## src/rtl/rtc_adapter_pkg.sv

```systemverilog
// -----------------------------------------------------------------------------
// rtc_adapter_pkg
// Shared constants and types for the stopwatch digit-scan stage: digit width,
// the per-digit nibble type and the active-low 7-segment codes (bit 0 = CA).
// -----------------------------------------------------------------------------
package rtc_adapter_pkg;

    localparam int DIGIT_WIDTH = 4;

    typedef logic [DIGIT_WIDTH-1:0] digit_t;

    // All cathodes off.
    localparam logic [6:0] SEG_BLANK = 7'h7F;

    // Active-low segment codes for hex digits 0-F.
    localparam logic [6:0] SEG_0 = 7'h40;
    localparam logic [6:0] SEG_1 = 7'h79;
    localparam logic [6:0] SEG_2 = 7'h24;
    localparam logic [6:0] SEG_3 = 7'h30;
    localparam logic [6:0] SEG_4 = 7'h19;
    localparam logic [6:0] SEG_5 = 7'h12;
    localparam logic [6:0] SEG_6 = 7'h02;
    localparam logic [6:0] SEG_7 = 7'h78;
    localparam logic [6:0] SEG_8 = 7'h00;
    localparam logic [6:0] SEG_9 = 7'h10;
    localparam logic [6:0] SEG_A = 7'h08;
    localparam logic [6:0] SEG_B = 7'h03;
    localparam logic [6:0] SEG_C = 7'h46;
    localparam logic [6:0] SEG_D = 7'h21;
    localparam logic [6:0] SEG_E = 7'h06;
    localparam logic [6:0] SEG_F = 7'h0E;

endpackage

```

## src/rtl/rtc_adapter_seg_decode.sv

```systemverilog
// -----------------------------------------------------------------------------
// rtc_adapter_seg_decode
// Combinational hex nibble to active-low 7-segment code.
//   digit_i : 4-bit hex value
//   seg_o   : cathodes CA..CG, bit 0 = CA, active-low
// -----------------------------------------------------------------------------
module rtc_adapter_seg_decode
    import rtc_adapter_pkg::*;
(
    input  logic [3:0] digit_i,
    output logic [6:0] seg_o
);

    // Hex-to-segment lookup.
    always_comb begin
        seg_o = SEG_BLANK;
        case (digit_i)
            4'h0:    seg_o = SEG_0;
            4'h1:    seg_o = SEG_1;
            4'h2:    seg_o = SEG_2;
            4'h3:    seg_o = SEG_3;
            4'h4:    seg_o = SEG_4;
            4'h5:    seg_o = SEG_5;
            4'h6:    seg_o = SEG_6;
            4'h7:    seg_o = SEG_7;
            4'h8:    seg_o = SEG_8;
            4'h9:    seg_o = SEG_9;
            4'hA:    seg_o = SEG_A;
            4'hB:    seg_o = SEG_B;
            4'hC:    seg_o = SEG_C;
            4'hD:    seg_o = SEG_D;
            4'hE:    seg_o = SEG_E;
            4'hF:    seg_o = SEG_F;
            default: seg_o = SEG_BLANK;
        endcase
    end

endmodule

```

## src/rtl/rtc_adapter_scan.sv

```systemverilog
// -----------------------------------------------------------------------------
// rtc_adapter_scan
// Multiplexed 7-segment digit scanner driven by the 1 ms adapter clock.
// Every rising edge of i_intclk advances the scan by one digit; stopwatch
// data is double-buffered and the live buffer is swapped only at frame
// boundaries so a frame never shows a mix of old and new digits.
//   i_sclk        system clock
//   i_reset_n     async active-low reset
//   i_intclk      1 ms square wave (asynchronous to i_sclk)
//   i_digits      digit nibbles, [3:0] = digit 0 (rightmost)
//   i_dp          per-digit decimal point request, active-high
//   i_blank_lz    live leading-zero blanking enable
//   i_load        one-cycle strobe capturing i_digits/i_dp into staging
//   o_an          digit anodes, active-low
//   o_seg         cathodes CA..CG, active-low
//   o_dp          decimal point cathode, active-low
//   o_frame_done  one-cycle pulse at every frame boundary
// -----------------------------------------------------------------------------
module rtc_adapter_scan
    import rtc_adapter_pkg::digit_t;
    import rtc_adapter_pkg::SEG_BLANK;
#(
    parameter int NUM_DIGITS  = 8,
    parameter int DIGIT_WIDTH = 4
) (
    input  logic                              i_sclk,
    input  logic                              i_reset_n,
    input  logic                              i_intclk,
    input  logic [NUM_DIGITS*DIGIT_WIDTH-1:0] i_digits,
    input  logic [NUM_DIGITS-1:0]             i_dp,
    input  logic                              i_blank_lz,
    input  logic                              i_load,
    output logic [NUM_DIGITS-1:0]             o_an,
    output logic [6:0]                        o_seg,
    output logic                              o_dp,
    output logic                              o_frame_done
);

    localparam int                    IDX_W    = 3;
    localparam logic [IDX_W-1:0]      LAST_IDX = IDX_W'(NUM_DIGITS - 1);
    localparam logic [NUM_DIGITS-1:0] AN_ONE   = NUM_DIGITS'(1);

    // Tick synchronizer.
    logic intclk_meta_q, intclk_sync_q, intclk_hist_q;
    logic tick_s, boundary_s;

    // Scan state. started_q stays low from reset until the first tick so the
    // display remains dark until scanning really begins at digit 0.
    logic [IDX_W-1:0] index_q, index_d;
    logic             started_q, started_d;

    // Double buffer.
    logic [NUM_DIGITS*DIGIT_WIDTH-1:0] stage_dig_q, stage_dig_d;
    logic [NUM_DIGITS-1:0]             stage_dp_q, stage_dp_d;
    logic [NUM_DIGITS*DIGIT_WIDTH-1:0] act_dig_q, act_dig_d;
    logic [NUM_DIGITS-1:0]             act_dp_q, act_dp_d;
    logic                              pending_q, pending_d;

    // Output path.
    digit_t                act_arr_s [NUM_DIGITS];
    logic [NUM_DIGITS-1:0] lead_zero_s;
    logic                  zero_run_s;
    digit_t                sel_digit_s;
    logic [6:0]            seg_code_s;
    logic [NUM_DIGITS-1:0] an_d, an_q;
    logic [6:0]            seg_d, seg_q;
    logic                  dp_d, dp_q;
    logic                  frame_done_d, frame_done_q;

    // Two-flop synchronizer plus history flop for rising-edge detection.
    always_ff @(posedge i_sclk or negedge i_reset_n) begin
        if (!i_reset_n) begin
            intclk_meta_q <= 1'b0;
            intclk_sync_q <= 1'b0;
            intclk_hist_q <= 1'b0;
        end else begin
            intclk_meta_q <= i_intclk;
            intclk_sync_q <= intclk_meta_q;
            intclk_hist_q <= intclk_sync_q;
        end
    end

    assign tick_s     = intclk_sync_q & ~intclk_hist_q;
    assign boundary_s = tick_s & started_q & (index_q == LAST_IDX);

    // Next-state for scan index, staging/active buffers and pending flag.
    always_comb begin
        index_d     = index_q;
        started_d   = started_q;
        stage_dig_d = stage_dig_q;
        stage_dp_d  = stage_dp_q;
        act_dig_d   = act_dig_q;
        act_dp_d    = act_dp_q;
        pending_d   = pending_q;

        if (tick_s) begin
            if (!started_q) begin
                // First tick after reset lights digit 0 without advancing.
                started_d = 1'b1;
                index_d   = {IDX_W{1'b0}};
            end else if (index_q == LAST_IDX) begin
                index_d = {IDX_W{1'b0}};
            end else begin
                index_d = index_q + 3'd1;
            end
        end else begin
            index_d = index_q;
        end

        // Swap uses the pre-load staging value so a coincident load lands
        // one frame later.
        if (boundary_s && pending_q) begin
            act_dig_d = stage_dig_q;
            act_dp_d  = stage_dp_q;
        end else begin
            act_dig_d = act_dig_q;
            act_dp_d  = act_dp_q;
        end

        if (i_load) begin
            stage_dig_d = i_digits;
            stage_dp_d  = i_dp;
            pending_d   = 1'b1;
        end else if (boundary_s) begin
            pending_d = 1'b0;
        end else begin
            pending_d = pending_q;
        end
    end

    // Scan and buffer state registers.
    always_ff @(posedge i_sclk or negedge i_reset_n) begin
        if (!i_reset_n) begin
            index_q     <= {IDX_W{1'b0}};
            started_q   <= 1'b0;
            stage_dig_q <= '0;
            stage_dp_q  <= '0;
            act_dig_q   <= '0;
            act_dp_q    <= '0;
            pending_q   <= 1'b0;
        end else begin
            index_q     <= index_d;
            started_q   <= started_d;
            stage_dig_q <= stage_dig_d;
            stage_dp_q  <= stage_dp_d;
            act_dig_q   <= act_dig_d;
            act_dp_q    <= act_dp_d;
            pending_q   <= pending_d;
        end
    end

    // Split the active vector into nibbles.
    always_comb begin
        for (int k = 0; k < NUM_DIGITS; k++) begin
            act_arr_s[k] = act_dig_q[k*DIGIT_WIDTH +: DIGIT_WIDTH];
        end
    end

    // Leading-zero mask: digit k blanks when it and every digit above it are
    // zero; digit 0 never blanks.
    always_comb begin
        lead_zero_s = '0;
        zero_run_s  = 1'b1;
        for (int k = NUM_DIGITS - 1; k >= 0; k--) begin
            zero_run_s     = zero_run_s & (act_arr_s[k] == 4'h0);
            lead_zero_s[k] = zero_run_s & (k != 0);
        end
    end

    assign sel_digit_s = act_arr_s[index_q];

    rtc_adapter_seg_decode u_seg_decode (
        .digit_i (sel_digit_s),
        .seg_o   (seg_code_s)
    );

    // Output next-state from active buffer, scan index and live blanking.
    always_comb begin
        an_d         = {NUM_DIGITS{1'b1}};
        seg_d        = SEG_BLANK;
        dp_d         = 1'b1;
        frame_done_d = boundary_s;
        if (started_q) begin
            an_d = ~(AN_ONE << index_q);
            dp_d = ~act_dp_q[index_q];
            if (i_blank_lz && lead_zero_s[index_q]) begin
                seg_d = SEG_BLANK;
            end else begin
                seg_d = seg_code_s;
            end
        end else begin
            an_d  = {NUM_DIGITS{1'b1}};
            seg_d = SEG_BLANK;
            dp_d  = 1'b1;
        end
    end

    // Registered display outputs.
    always_ff @(posedge i_sclk or negedge i_reset_n) begin
        if (!i_reset_n) begin
            an_q         <= {NUM_DIGITS{1'b1}};
            seg_q        <= SEG_BLANK;
            dp_q         <= 1'b1;
            frame_done_q <= 1'b0;
        end else begin
            an_q         <= an_d;
            seg_q        <= seg_d;
            dp_q         <= dp_d;
            frame_done_q <= frame_done_d;
        end
    end

    assign o_an         = an_q;
    assign o_seg        = seg_q;
    assign o_dp         = dp_q;
    assign o_frame_done = frame_done_q;

endmodule

```

## config.mk

```make
export PLATFORM = sky130hd
export DESIGN_NAME = rtc_adapter_scan
export DESIGN_NICKNAME = d
export VERILOG_FILES = /design/src/rtl/rtc_adapter_pkg.sv /design/src/rtl/rtc_adapter_seg_decode.sv /design/src/rtl/rtc_adapter_scan.sv
export SDC_FILE = /design/constraint.sdc
export NUM_CORES = 1
export LEC_CHECK = 0
export CAP_MARGIN = 15
export CORE_ASPECT_RATIO = 2
export CORE_MARGIN = 1
export CORE_UTILIZATION = 50
export DETAILED_ROUTE_END_ITERATION = 8
export PLACE_DENSITY = 0.74
export SLEW_MARGIN = 5
export SYNTH_ARGS = -nofsm -noshare
export SYNTH_HDL_FRONTEND = slang
export SYNTH_SLANG_ARGS = --single-unit
```

## constraint.sdc

```tcl
create_clock -name i_sclk -period 2.4 [get_ports i_sclk]
set_input_delay 0.36 -clock i_sclk [delete_from_list [all_inputs] [get_ports i_sclk]]
set_output_delay 0.36 -clock i_sclk [all_outputs]
set_load 0.01 [all_outputs]
```

==> flow_metrics.tcl, run 1 <==
set metrics [dict create \
    worst_pin_slew_ns 0.503 \
    root_buffer "clkbuf_16" \
    clk_pin_slew_ns 0.07 \
    p_leak_nw 2.47 \
    numCtsBuffers 9 \
    synth_top_flop_cell "dfrtp_1" \
    ys_types 38 \
    clk_path_buf_depth 2 \
    rsz0062_at_grt "no" \
    synthCells 296 \
    vias 2623 \
    grt_pass1_wl_mm 13.7 \
    startpoint "index_q[1]" \
    synth_common_cells "dfrtp_1, mux2_2, dfstp_2" \
    period_needed_ns 2.20 \
    synthSimpleGateAreaFrac_pct 4.71 \
    antenna_found_initial 0 \
    yosysMostFrequentCell "dfrtp_1" \
    stdcell_area_mm2 0.00553 \
    muxShareOfSynthArea_pct 28.4 \
    worstPathRequired_ns 2.68 \
    die_h_um 136 \
    routed_wl_mm 8.26 \
    place_congestion 0.827 \
    endpoint_kind "register" \
    synth_fa_ha_area_share_pct 3.32 \
    synthArstFlopShare_pct 100 \
    cp-start-kind "register" \
    synth_xor_area_share_pct 0 \
    diodes 0 \
    regToRegStartpoint "index_q[1]" \
    hold_violations 0 \
    synth_top_area_share_pct 49.3 \
    htreeDepth 3 \
    initial_core_util_pct 51.9 \
    status "finished clean" \
    crit_arrival_ns 2.48 \
    slew_viol_final 0 \
    synth_top_family_by_area "multiplexers" \
    hpwl_mm 6.08 \
    post-place-ws_ns 0.205 \
    ir_drop_mv 0.553 \
    synthTopCellsByArea "dfrtp_1, mux2_2, dfstp_2" \
    grt_pass1_vias 2808 \
    drive_gt1_share_pct 36.2 \
    synth_warnings 0 \
    path_max_fanout 6 \
    final-setup-viol-count 0 \
    avgViaCountPerCell 5.62 \
    drtIter0Drc 124 \
    postCtsSetupRepairBufs 0 \
    grt_max_degree 44 \
    port_buffers 61 \
    synth-seq-cells 105 \
    final.setup.worst_slack_ns 0.199 \
    dieArea_mm2 0.00944 \
    synth_fp_nets 353 \
    period_share_pct 91.7 \
    hp-class "register to register" \
    drc 0 \
    wl_per_cell_um 17.7 \
    final_core_util_pct 63.5 \
    gr-total-overflow 0 \
    cts_tree "built" \
    nNetsFinal 420 \
    skew_ns 0.00492 \
    drv_cap 0 \
    crit_type "register to register" \
    cp_slowest_cell "mux4_1" \
    critPathMaxStageDelay_ns 0.58 \
    hp-start "intclk_meta_q" \
    synth-compound-area-share_pct 2.85 \
    placed_cell_area_mm2 0.00526 \
    relSlewSlack_pct 66.2 \
    crit_chain "mux4_1 -> mux2_4 -> inv_1 -> ha_1 -> inv_1 -> mux2i_1 -> mux2i_1 -> nand2b_1" \
    setup_tns_ns 0 \
    dr.pass1.iters 4 \
    core_area_mm2 0.00871 \
    yosysSeqAreaShare_pct 58.6 \
    detail-route-antenna-nets 0 \
    syn2layout_area_growth_pct 22.5 \
    total_power_mw 5.75 \
    synth_edf_count 0 \
    fp-row-count 48 \
    synth_top_cell_by_area "dfrtp_1" \
    clk_latency_ns 0.34 \
    avgSynthCellArea_um2 15.3 \
    numClockSinks 105 \
    grt.total_usage_pct 19.1 \
    fmax_mhz 454 \
    die_w_um 69.2 \
    p_per_area_mw_per_mm2 1040 \
    synth_area_mm2 0.00452 \
    num_io_pins 62 \
]
critical path, delay by kind of cell (launching register included):
kind          cells  cell delay, ns
fa+ha+maj         1            0.24
buf+inv           2            0.23
flops             1            0.47
mux               4            1.08
simple gates      1            0.11
area by class of cell:
cell class / instances / area (µm²)
clock buffers: 12 / 246
clock inverters: 3 / 17.5
multi-input cells: 171 / 1780
well taps: 100 / 125
fillers: 660 / 3180
flip-flops and latches: 105 / 2650
inverters: 6 / 22.5
repair buffers: 70 / 698
cell families (layout without fill, tap and decap cells):
logic type      count (synthesis)  in the layout
flops                         105            105
fa+ha+maj                      12             12
compound gates                 17             17
buf+inv                        20             91
mux                           101            101
simple gates                   41             41
state kept, by name, indices dropped and copies added (netlist names):
name	count
pending_q	1
o_frame_done	1
act_dp_q	8
o_an	8
stage_dp_q	8
stage_dig_q	32
act_dig_q	32
o_seg	7
intclk_hist_q	1
intclk_sync_q	1
started_q	1
intclk_meta_q	1
o_dp	1
index_q	3
layer usage:
metal / track usage [%] / wire length [µm] / up-vias / part of all wire (%)
met2: 34.4 / 4650 / 54 / 56
met1: 20.6 / 3160 / 1346 / 38
met3: 4.15 / 202 / 17 / 2.4
li1: - / - / 1206 / -
met5: 0 / 0 / - / 0
met4: 10.3 / 242 / 0 / 2.9
layout by cell type, fill, tap and decap left out, types with 3 or more instances in the layout:
master and n:
buf_4 7, ha_1 12, nand2b_1 6, mux4_2 5, clkbuf_16 9, inv_1 6
mux4_1 5, nand2_1 15, dfstp_2 16, nor4_1 7, mux2_4 3, nand3_1 6
dfrtp_1 89, mux2_2 81, clkdlybuf4s50_1 59, o21ai_0 3, mux2i_1 6
where the power goes:
group / internal [mW] / switching [mW]
clock: 0.723 / 0.596
sequential: 2.26 / 0.327
combinational: 1.05 / 0.796
path summary, 6_finish.rpt:
kind | to | slack (ns) | cells after the start
max reg2reg | o_seg[3] | 0.20 | 8
min in group asynchronous | o_frame_done | 0.52 | 2
max | o_seg[3] | 0.20 | 8
max in group asynchronous | act_dp_q[0] | 1.17 | 3
min reg2reg | intclk_sync_q | 0.35 | 0
min | intclk_sync_q | 0.35 | 0
per-stage QoR:
stage	std cells	hold WS [ns]
final	467	0.351
after global routing	467	0.371
after CTS	467	0.352
after detailed placement	451	0.337
after global placement	451	0.336
after floorplan	296	0.0644
what timing repair did:
item	in CTS	in global routing
endpoints found under the hold margin	7	0
resized for setup	0	0
setup endpoints to repair	0	0
hold buffers	1	0
Note: power is estimated with default switching activity, not from simulation.
==> run 2, diff against run 1 <==
SYNTH_HIERARCHICAL = 1   (was unset)
==> run 2 against run 1 <==
  * Hold slack lost 0.29 ns
  * Clock skew grew 0.0035 ns
  * Clock-buffer cell count grew 2
  * Final cell count grew 8.4%
  * Non-clock buffer count grew 9
==> flow_metrics.tcl, run 2 <==
set metrics [dict create \
    reg2reg_slack_ns 0.05 \
    final_cell_mix "dfrtp_1, mux2_2, clkdlybuf4s50_1, nand2_1" \
    endpoint_kind "register" \
    numClockSinks 105 \
    synth_area_mm2 0.00466 \
    initial_core_util_pct 51.7 \
    cts_hold_buf 0 \
    final_common_cell "dfrtp_1" \
    dieArea_mm2 0.00974 \
    final_core_util_pct 63.9 \
    synthSimpleGateAreaFrac_pct 6.49 \
    fp-row-count 49 \
    synth_common_cells "dfrtp_1, mux2_2, nand2_1" \
    cp-start-kind "register" \
    gr-total-overflow 0 \
    period_share_pct 98.0 \
    syn2layout_area_growth_pct 23.5 \
    synth-seq-cells 105 \
    grt_pass1_wl_mm 14.1 \
    yosysSeqAreaShare_pct 56.8 \
    grt.total_usage_pct 18.8 \
    synth_warnings 6 \
    vias 2839 \
    detail-route-antenna-nets 0 \
    diodes 0 \
    routed_wl_mm 8.38 \
    num_io_pins 62 \
    path_max_fanout 7 \
    grt_pass1_vias 2972 \
    drc 0 \
    synth_top_family_by_area "multiplexers" \
    dr.pass1.iters 4 \
    worstPathRequired_ns 2.66 \
    worst_pin_slew_ns 0.541 \
    cts_tree "built" \
    final.setup.worst_slack_ns 0.0484 \
    final-setup-viol-count 0 \
    regToRegStartpoint "index_q[0]" \
    reg_top3 "act_dig_q x32, stage_dig_q x32" \
    total_power_mw 5.78 \
    nNetsFinal 457 \
    period_needed_ns 2.35 \
    place_congestion 0.928 \
    synth_xor_area_share_pct 0 \
    rsz0062_at_grt "yes" \
    numCtsBuffers 9 \
    post-place-ws_ns -0.162 \
    hp-class "input pin to asynchronous set/reset pin" \
    ir_drop_mv 0.592 \
    grt_max_degree 106 \
    die_h_um 139 \
    yosysMostFrequentCell "dfrtp_1" \
    hpwl_mm 6.05 \
    antenna_found_initial 0 \
    clk_pin_slew_ns 0.07 \
    hold_violations 0 \
    synthCells 327 \
    ys_types 38 \
    synth_edf_count 0 \
    synth_top_area_share_pct 47.8 \
    seq_area_mm2 0.00265 \
    synth_fa_ha_area_share_pct 3.49 \
    drtIter0Drc 170 \
    drv_cap 0 \
    synth-compound-area-share_pct 3.60 \
    synthTopCellsByArea "dfrtp_1, mux2_2, dfstp_2" \
    fillers 686 \
    crit_type "register to register" \
    avgSynthCellArea_um2 14.3 \
    crit_arrival_ns 2.61 \
    worst_r2r_endpoint "o_seg[0]" \
    relSlewSlack_pct 63.9 \
    htreeDepth 3 \
    synthArstFlopShare_pct 100 \
    root_buffer "clkbuf_16" \
    drive_gt1_share_pct 36.4 \
    rr_worst_depth 10 \
    die_w_um 70.3 \
    setup_tns_ns 0 \
    status "finished clean" \
    fmax_mhz 425 \
    port_buffers 61 \
    clk_latency_ns 0.34 \
    p_per_area_mw_per_mm2 1000 \
    muxShareOfSynthArea_pct 25.9 \
    avgViaCountPerCell 5.61 \
    p_leak_nw 2.56 \
    synth_top_cell_by_area "dfrtp_1" \
    synth_fp_nets 385 \
    clk_path_buf_depth 2 \
    synth_top_flop_cell "dfrtp_1" \
    whs_ns 0.0641 \
    wl_per_cell_um 16.6 \
    multiInputGateArea_mm2 0.00187 \
    skew_ns 0.00842 \
    slew_viol_final 0 \
    core_area_mm2 0.00901 \
]
-- run 2: worst max-delay path by stage --
stage | cells after the start | to | start
finish | 10 | o_seg[0] | index_q[0]
global placement | 10 | o_seg[0] | index_q[0]
detailed placement | 10 | o_seg[0] | index_q[0]
CTS | 10 | o_seg[0] | index_q[0]
floorplan | 12 | o_seg[0] | index_q[0]
global route | 10 | o_seg[0] | index_q[0]
-- run 2: cell families after synthesis --
logic type,Yosys count
AO/OA/AOI/OAI,22
flip-flops,105
AND/OR/NAND/NOR,60
buffers and inverters,31
adder cells (fa/ha/maj),13
multiplexers,96
-- run 2: worst max-delay path, cell delays in order (launching register included) --
cell     delay, ns
dfrtp_2       0.46
mux4_2        0.53
nand2_2       0.08
nand2_2       0.07
inv_4         0.08
ha_4          0.13
and2b_2       0.21
or3b_1        0.39
o21ai_2       0.07
inv_1         0.06
a32oi_1       0.21
-- run 2: metal layers --
metal	wire length, µm	global-route usage (%)
met1	3170	21.4
met2	4670	31.8
met3	247	4.07
met4	297	11.2
met5	0	0
-- run 2: area by class of cell --
type,count,area share [%]
Sequential cell,105,46.0
Multi-Input combinational cell,191,32.6
Timing Repair Buffer,79,13.5
Clock buffer,14,4.58
Tap cell,102,2.22
Inverter,13,0.934
Clock inverter,2,0.239
-- run 2: repair_timing --
action / in CTS / in global routing
setup endpoints to repair: 3 / 7
resized for setup: 3 / 7
pin swaps: 0 / 5
setup buffers: 1 / 4
-- run 2: metrics by stage --
| step | cells | instance area (µm²) |
|---|---|---|
| after CTS | 503 | 5710 |
| after global placement | 486 | 5430 |
| final | 506 | 5760 |
| after global routing | 506 | 5760 |
| after floorplan | 327 | 4680 |
| after detailed placement | 486 | 5430 |
-- run 2: where the power goes --
part / total (mW) / switching (mW) / leakage [nW] / internal [mW]
combinational: 2.00 / 0.933 / 1.15 / 1.07
sequential: 2.41 / 0.234 / 1.28 / 2.18
clock: 1.36 / 0.601 / 0.137 / 0.762
==> run 3, diff against run 2 <==
DONT_BUFFER_PORTS = 1   (was unset)
PLACE_DENSITY = unset   (was 0.74)
==> run 3 against run 2 <==
  * The flow now finishes with violations (hold timing)
  * Non-clock buffer count fell by 64
  * Final area shrank 10%
  * Clock-buffer cell count is 4 lower
  * Total power decreased by 0.25%
  * Hold slack worse by 0.36 ns
  * Critical endpoint unchanged
  * Largest power group unchanged
==> flow_metrics.tcl, run 3 (same netlist as run 2, synthesis figures left out) <==
set metrics [dict create \
    status "finished with violations" \
    violations "hold timing" \
    worst_r2r_endpoint "o_seg[0]" \
    period_share_pct 98.6 \
    whs_ns -0.291 \
    hp-class "input pin to asynchronous set/reset pin" \
    netSwitchingFraction_pct 29.2 \
    cts_tree "built" \
    clk_path_buf_depth 2 \
    placed_cell_area_mm2 0.00478 \
    nNetsFinal 393 \
    drc 0 \
    gr-total-overflow 0 \
    syn2layout_area_growth_pct 11.2 \
    total_power_mw 5.76 \
    p_int_mw 4.08 \
    fmax_mhz 423 \
    startpoint "index_q[0]" \
    slew_viol_final 0 \
    p_sw_mw 1.68 \
    hpwl_mm 5.76 \
    die_h_um 139 \
    avgViaCountPerCell 5.72 \
    endpoint_kind "register" \
    root_buffer "clkbuf_16" \
    period_needed_ns 2.37 \
    grt_max_degree 106 \
    multiInputGateArea_mm2 0.00187 \
    pwr-share-clk_pct 29.2 \
    drtIter0Drc 92 \
    rsz0062_at_grt "yes" \
    worstPathRequired_ns 2.66 \
    routed_wl_mm 8.02 \
    initial_core_util_pct 51.7 \
    final_common_cell "dfrtp_1" \
    detail-route-antenna-nets 0 \
    final_core_util_pct 57.5 \
    place_congestion 0.826 \
    dr.pass1.iters 4 \
    die_w_um 70.3 \
    fp-row-count 49 \
    crit_type "register to register" \
    relSlewSlack_pct 69.8 \
    stdcell_area_mm2 0.00518 \
    combPwrFrac_pct 28.3 \
    p_leak_nw 2.33 \
    grt_pass1_wl_mm 13.6 \
    clk_pin_slew_ns 0.06 \
    antenna_found_initial 0 \
    pwr-share-seq_pct 42.5 \
    path_max_fanout 4 \
    numClockSinks 105 \
    ir_drop_mv 0.528 \
    seq_area_mm2 0.00265 \
    grt.total_usage_pct 18.1 \
    clk_latency_ns 0.34 \
    hold_violations 105 \
    htreeDepth 3 \
    crit_arrival_ns 2.62 \
    skew_ns 0.00819 \
    final_cell_mix "dfrtp_1, mux2_2, nand2_1, dfstp_2, nor2_1" \
    numCtsBuffers 9 \
    drv_cap 0 \
    reg2reg_slack_ns 0.03 \
    cp-start-kind "register" \
    worst_pin_slew_ns 0.449 \
    final-setup-viol-count 0 \
    regToRegStartpoint "index_q[0]" \
    diodes 0 \
    drive_gt1_share_pct 42.6 \
    rr_worst_depth 11 \
    vias 2530 \
    p_per_area_mw_per_mm2 1110 \
    num_io_pins 62 \
    grt_pass1_vias 2770 \
    dieArea_mm2 0.00974 \
    port_buffers 0 \
    reg_top3 "act_dig_q x32, stage_dig_q x32" \
    fillers 726 \
    core_area_mm2 0.00901 \
    wl_per_cell_um 18.1 \
]
run 3: cell count changes in the layout (fill, tap and decap cells not counted), sizes merged:
cell / delta
inv: +1
clkinv: -1
clkdlybuf4s50: -59
clkinvlp: +1
bufinv: +3
clkbuf: -4
buf: -5
run 3: power by group through the flow:
stage	Combinational [mW]	Sequential [mW]	Clock (mW)
floorplan	1.30	2.39	0
global placement	1.51	2.48	0
detailed placement	1.57	2.49	0
CTS	1.63	2.46	1.73
global route	1.81	2.50	1.79
finish	1.63	2.45	1.68
run 3: what timing repair did:
action	4_1_cts	5_1_grt
pin swaps	2	2
endpoints found under the hold margin	105	105
setup buffers	3	0
endpoints found under the setup margin	2	3
gates resized for setup	6	4
run 3: area by class of cell:
type / instances / area share [%]
multi-input cells: 191 / 36.1
well taps: 102 / 2.46
clock buffers: 10 / 4.61
repair buffers: 15 / 2.56
inverters: 13 / 0.990
clock inverters: 6 / 2.20
flip-flops and latches: 105 / 51.1
run 3: metal layers:
| metal | GRT usage, % | up-vias | share of wire, % |
|---|---|---|---|
| met5 | 0 | - | 0 |
| met4 | 6.95 | 0 | 1.7 |
| met3 | 4.00 | 11 | 3.5 |
| met2 | 33.1 | 52 | 57 |
| met1 | 19.8 | 1288 | 38 |
| li1 | - | 1179 | - |
run 3: critical path, cell delays in order, from the launching register on:
cell     delay, ns
dfrtp_1       0.39
buf_6         0.14
mux4_2        0.50
nand2_2       0.09
nand2_2       0.07
inv_4         0.08
ha_4          0.12
and2b_2       0.21
or3b_1        0.36
o21ai_2       0.07
inv_1         0.06
a32oi_1       0.18
run 3: through the flow:
step           setup TNS, ns  setup slack, ns  cells
4_1_cts                    0         0.000945    442
3_3_place_gp               0           0.0876    423
2_1_floorplan         -0.110          -0.0597    327
6_report                   0           0.0347    442
5_1_grt               -0.166          -0.0947    442
3_5_place_dp         -0.0122          -0.0122    423
run 3: worst max-delay path by stage:
stage	endpoint	slack (ns)	depth (start not counted)
3_3_place_gp	o_seg[0]	0.09	11
6_report	o_seg[0]	0.03	11
2_1_floorplan	o_seg[0]	-0.06	12
4_1_cts	o_seg[0]	0.0009	11
3_5_place_dp	o_seg[0]	-0.01	11
5_1_grt	o_seg[0]	-0.09	11
